## src/rtl/timer.sv

```systemverilog
// ---------------------------------------------------------------------------
// timer
//
// Prescaled 8-bit interval timer with a small register file and a
// single-cycle interrupt request towards an interrupt controller.
//
// Register map (addr):
//   0 CTRL     : bit0 EN, bit1 AR (auto-reload), bit2 IE, bit7 OVR (read-only)
//   1 PRESCALE : tick every PRESCALE+1 enabled cycles
//   2 PERIOD   : COUNT value at which a tick raises expiry
//   3 COUNT    : current tick count
//
// Ports:
//   clk             - clock, all state updates on the rising edge
//   rst             - synchronous active-high reset
//   addr            - register select
//   wr_en           - write strobe, write lands at the clock edge
//   wr_data         - write data
//   rd_data         - combinational read of the register selected by addr
//   int_hold        - interrupt controller busy, defers delivery
//   timer_interrupt - single-cycle interrupt request
// ---------------------------------------------------------------------------
module timer (
  input  logic       clk,
  input  logic       rst,
  input  logic [1:0] addr,
  input  logic       wr_en,
  input  logic [7:0] wr_data,
  output logic [7:0] rd_data,
  input  logic       int_hold,
  output logic       timer_interrupt
);

  logic       en_q, en_d;
  logic       autoReload_q, autoReload_d;
  logic       intEnable_q, intEnable_d;
  logic       overrun_q, overrun_d;
  logic [7:0] prescale_q, prescale_d;
  logic [7:0] period_q, period_d;
  logic [7:0] count_q, count_d;
  logic [7:0] presCnt_q, presCnt_d;
  logic       pending_q, pending_d;

  logic ctrlWr, prescaleWr, periodWr, countWr;
  logic tick, expiry;

  assign ctrlWr     = wr_en && (addr == 2'd0);
  assign prescaleWr = wr_en && (addr == 2'd1);
  assign periodWr   = wr_en && (addr == 2'd2);
  assign countWr    = wr_en && (addr == 2'd3);

  // A COUNT write owns the counter for that cycle, so it swallows the tick.
  assign tick   = en_q && (presCnt_q == prescale_q) && !countWr;
  assign expiry = tick && (count_q == period_q);

  assign timer_interrupt = pending_q && !int_hold;

  always_comb begin
    rd_data = 8'h00;
    case (addr)
      2'd0: rd_data = {overrun_q, 4'b0000, intEnable_q, autoReload_q, en_q};
      2'd1: rd_data = prescale_q;
      2'd2: rd_data = period_q;
      2'd3: rd_data = count_q;
      default: rd_data = 8'h00;
    endcase
  end

  always_comb begin
    en_d         = en_q;
    autoReload_d = autoReload_q;
    intEnable_d  = intEnable_q;
    overrun_d    = overrun_q;
    prescale_d   = prescale_q;
    period_d     = period_q;
    count_d      = count_q;
    presCnt_d    = presCnt_q;
    pending_d    = pending_q;

    // Prescaler compares for equality only, so a PRESCALE lowered below the
    // running value lets the counter wrap through 255 before matching.
    if (!en_q || ctrlWr || countWr) begin
      presCnt_d = 8'h00;
    end else if (presCnt_q == prescale_q) begin
      presCnt_d = 8'h00;
    end else begin
      presCnt_d = presCnt_q + 8'd1;
    end

    if (countWr) begin
      count_d = wr_data;
    end else if (tick) begin
      count_d = expiry ? 8'h00 : count_q + 8'd1;
    end

    // A CTRL write in the same cycle as a one-shot expiry keeps the
    // software-written EN value.
    if (ctrlWr) begin
      en_d         = wr_data[0];
      autoReload_d = wr_data[1];
      intEnable_d  = wr_data[2];
    end else if (expiry && !autoReload_q) begin
      en_d = 1'b0;
    end

    if (ctrlWr) begin
      overrun_d = 1'b0;
    end else if (expiry && pending_q) begin
      overrun_d = 1'b1;
    end

    // A fresh expiry beats delivery, so a request arriving in the delivery
    // cycle is not lost.
    if (expiry && (intEnable_q || pending_q)) begin
      pending_d = 1'b1;
    end else if (timer_interrupt) begin
      pending_d = 1'b0;
    end

    if (prescaleWr) prescale_d = wr_data;
    if (periodWr)   period_d   = wr_data;
  end

  always_ff @(posedge clk) begin
    if (rst) begin
      en_q         <= 1'b0;
      autoReload_q <= 1'b0;
      intEnable_q  <= 1'b0;
      overrun_q    <= 1'b0;
      prescale_q   <= 8'h00;
      period_q     <= 8'h00;
      count_q      <= 8'h00;
      presCnt_q    <= 8'h00;
      pending_q    <= 1'b0;
    end else begin
      en_q         <= en_d;
      autoReload_q <= autoReload_d;
      intEnable_q  <= intEnable_d;
      overrun_q    <= overrun_d;
      prescale_q   <= prescale_d;
      period_q     <= period_d;
      count_q      <= count_d;
      presCnt_q    <= presCnt_d;
      pending_q    <= pending_d;
    end
  end

endmodule

```

## config.mk

```make
export PLATFORM = sky130hd
export DESIGN_NAME = timer
export DESIGN_NICKNAME = d
export VERILOG_FILES = /design/src/rtl/timer.sv
export SDC_FILE = /design/constraint.sdc
export NUM_CORES = 1
export LEC_CHECK = 0
export BUFFER_PORTS_ARGS = -buffer_cell sky130_fd_sc_hd__buf_2
export CORE_ASPECT_RATIO = 2
export CORE_MARGIN = 8
export CORE_UTILIZATION = 45
export CTS_BUF_LIST = sky130_fd_sc_hd__clkbuf_16
export DETAILED_ROUTE_END_ITERATION = 10
export GPL_ROUTABILITY_DRIVEN = 0
export PLACE_DENSITY = 0.67
export SLEW_MARGIN = 30
export SYNTH_ARGS = -nofsm -noshare
export SYNTH_HDL_FRONTEND = slang
export SYNTH_SLANG_ARGS = --single-unit
export TNS_END_PERCENT = 30
```

## constraint.sdc

```tcl
create_clock -name clk -period 1.5 [get_ports clk]
set_input_delay 0.3 -clock clk [delete_from_list [all_inputs] [get_ports clk]]
set_output_delay 0.3 -clock clk [all_outputs]
set_load 0.1 [all_outputs]
```

Word-level counts from Yosys, hierarchy flattened
Cells that the tools add are included.

Register bits after elaboration: 37. Input port bits: 14. Word-level logic and storage cells: 48. Output and inout port bits: 9.

Eq/ne operators: 5. Multiplexer cells: 8. Add/sub/neg operators: 2. Reductions and logical operators: 24.

Operators with widths (number): case mux 8 bit (4 select lines) (1); 2-to-1 mux 8 bit (3); adder 8 x 1 -> 8 bit, second input constant (2); == test 8 bit (2); logical AND 1 bit (11); nonzero test 2 bit (3); == test 2 bit, second input constant (2); logical NOT 1 bit (4); 2-to-1 mux 1 bit (4); logical OR 1 bit (3); OR reduction 3 bit (1); == test 2 x 1 -> 1 bit, second input constant (1); logical NOT 2 bit (1); OR reduction 2 bit (1).

Depth between registers and ports, before layout
Depth in word-level cells: 8. Depth in mapped cells: 6. Depth with buffers taken out: 6.

Worst setup path before layout
No wires, ideal clock.

Path kind: input port to output port. Start point: input addr[0]. End point: output rd_data[3]. Path buffers: 2. Arrival time: 1.743 ns. Data required time: 1.200 ns. Setup slack: -0.543 ns. Stages on the path: 4. Cells stage by stage: buf_2 > nor2b_1 > buf_2 > a22o_1.

Cells in the longest elaborated chain, start to end: 2. Elaborated cells on any way between the ends: 5. Classes of those cells: eq/ne: 3; mux: 1; reduce/logical: 1.

Ends and longest elaborated chain: from (decl) (RTL line 26) `input logic [1:0] addr,`; == test 2 bit, or another cell as far along (RTL line 60) `case (addr)`; case mux 8 bit (4 select lines) * (RTL line 60); to (decl) (RTL line 29) `output logic [7:0] rd_data,`.

Mark *: on every way between the ends. The rest lies on a longest branch, timed or not.

Final worst setup path
Start point: register count_q[1]. End point: output rd_data[1].

Cells in the longest elaborated chain, start to end: 1.

Ends and longest elaborated chain: from (decl) (RTL line 40) `logic [7:0] count_q, count_d;`; from (signal assigned) (RTL line 142) `count_q <= count_d;`; case mux 8 bit (4 select lines) (RTL line 60).

Every way passes these cells.

==> run summary <==
post-synthesis mux area share: 12.2%
TritonCTS Sinks: 37
Placed Area: 2570 um^2
number of synthesized register bits: 37
WL final: 6150 um
actual slew at the worst max-slew pin: 0.350 ns
CTS root buf: clkbuf_16
CP required: 1.20 ns
largest cells by area after synthesis: dfxtp_1, xor2_1, mux2i_1, nand3_1, mux4_2
First DRT Iteration DRCs: 86
synth unique cells: 41
number of synthesized flops with an enable pin: 0
placed insts: 322
die area: 6990 um^2
Tcrit/Tclk final: 114%
post-synthesis net count: 228
maximum clock path buffer count: 2
number of port buffers: 22
R2R Path Start: prescale_q[0]
Syn. warnings: 0
1st-pass router iterations: 4
final clock skew: 0.00325 ns
R2R Path End: count_q[2]
R2R setup slack: -0.21 ns
Final Core Density: 69.9%
largest family of logic cells by synthesized area: simple AND/OR/NAND/NOR gates
setup ws final: -0.210 ns
Inserted Clock Buffers: 5
min Tclk post-route: 1.71 ns
Synth Flop Type: dfxtp_1
relative slew slack: 76.5%
std cell rows: 34
RSZ-0062 raised after global routing: yes
crit path DAT: 1.41 ns
hold path depth: 3
status: finished, violations left
area share of fa/ha/maj cells after synthesis: 1.24%
n_diodes: 0
Hold WC Path Type: input port to flip-flop
# Max-Cap Violations: 0
setup TNS: -3.12 ns
via count: 1960
WL/cell: 18.1 um
leakage: 0.00136 uW
critical path type: flip-flop to primary output
fin nets: 300
Chip Height: 111 um
CP Max Fanout: 2
Max Slew Vio Count: 0
synthesized instance count: 212
area grow syn2layout: 50.9%
initial antenna violation count: 0
CTS tree: built
Synth top area share: 36.8%
sequential share of the synthesized area: 36.8%
failing checks: setup timing
Hold Violations, Final: 0
synthesized area: 2010 um^2
I/O pin cnt: 23
Worst-Skew Late Latency: 0.28 ns
async set-reset flop share out of synthesis: 0%
global-route wire length before repair: 9470 um
die outline width: 63.3 um
FF-to-FF path depth: 5
H-tree levels: 2
Pwr Density: 861 nW/um^2
initial cell density of the core: 46.3%
Setup violations, final: 19
# DRC: 0
Worst Hold End: prescale_q[7]
largest net degree at the start of global routing: 31
Post-Synth Simple-Gate Area: 24.0%
all-layer global routing usage: 16.7%
Antenna Nets Post-Route: 0
DP HPWL: 4120 um
VDD IR max: 0.723 mV
final instance area: 3030 um^2
vias in the first global route: 1964
GRT overflow: 0
cell taking the most area after synthesis: dfxtp_1
CP endpoint kind: primary output
Synth Area per Inst: 9.48 um^2
Vias per Instance: 5.78
HP Start: wr_data[7]
final hold slack: 0.298 ns
final non-filler cell total: 339
Core Box Area: 4340 um^2
compound-cell area share of the yosys netlist: 12.8%
Fmax: 585 MHz
clk slew on worst S/H paths: 0.06 ns
XOR/XNOR share of the synthesized area: 9.58%
Worst Setup Start Kind: flip-flop
share of cells above drive strength 1: 44.2%
[placed cells by master (no fill, tap or decap), drive strengths merged, types with 5 or more instances in the layout]
cell,synthesis,routed
buf,5,74
dfxtp,37,37
nor2,21,21
xor2,21,21
nand3,19,19
a21oi,16,16
nand2,16,16
mux2i,11,11
o211ai,6,6
a31oi,5,5
clkbuf,4,5
and3,5,5
[worst max-delay path by stage]
stage | to | start | slack, ns
global route | count_q[2] | prescale_q[0] | -0.26
floorplan | rd_data[5] | addr[0] | -0.22
CTS | rd_data[1] | count_q[1] | -0.20
finish | rd_data[1] | count_q[1] | -0.21
detailed placement | pending_q | prescale_q[6] | -0.17
global placement | rd_data[7] | addr[0] | -0.13
[area by class of cell]
class                           count  area (um^2)
Clock buffer                        5          125
Inverter                            1         3.75
Timing Repair Buffer               74          717
Tap cell                           54         67.6
Sequential cell                    37          761
Clock inverter                      3         13.8
Fill cell                         323         1310
Multi-Input combinational cell    165         1350
[synthesized netlist by cell type, types with 4 or more instances]
cell type,instances
mux2i_1,11
a31oi_1,5
a21oi_1,16
nand4b_1,4
o211ai_1,6
nand2_1,15
mux2_2,4
dfxtp_1,37
a32oi_1,4
mux4_2,4
nor2_1,21
and3_1,4
a22o_1,4
nand3_1,18
xor2_1,21
[critical path, stage by stage, from the launching register on]
cell     delay [ns]
dfxtp_2        0.33
buf_6          0.11
mux4_2         0.49
buf_12         0.19
[cells by family (layout without fill, tap and decap cells)]
family | Yosys count | count (layout)
adders and majority gates | 2 | 2
AOI/OAI and AO/OA | 39 | 39
DFF | 37 | 37
muxes | 19 | 19
buffers and inverters | 11 | 83
and+or+nand+nor | 82 | 83
xor gates and xnor gates | 22 | 22
[report_power, final]
part           switching (uW)  internal, uW
combinational             304           258
sequential               24.0          1010
clock                     412           603
total                     741          1870
[through the flow]
stage	setup WS (ns)	total power, uW
6_report	-0.210	2610
4_1_cts	-0.202	2560
3_5_place_dp	-0.166	1510
5_1_grt	-0.257	2700
3_3_place_gp	-0.135	1500
2_1_floorplan	-0.220	1340
[per-layer routing]
metal | global-route usage (%) | vias to the layer above | wire [um]
met4 | 7.05 | 0 | 121
met1 | 16.5 | 961 | 2200
met2 | 32.1 | 64 | 3580
met5 | 0 | - | 0
li1 | - | 922 | -
met3 | 2.94 | 13 | 251
[registers in the layout, summed over array words and instances, names as in the netlist]
register and flops:
presCnt_q 8, prescale_q 8, overrun_q 1, period_q 8, count_q 8, pending_q 1
intEnable_q 1, autoReload_q 1, en_q 1
[timing repair]
action | in CTS | in global routing
pin swaps | 11 | 14
gates resized for setup | 43 | 23
hold buffers | 0 | 0
cloned | 0 | 1
buffers inserted | 6 | 2
setup endpoints to repair | 19 | 27
Power figures use the tool's default switching activity.
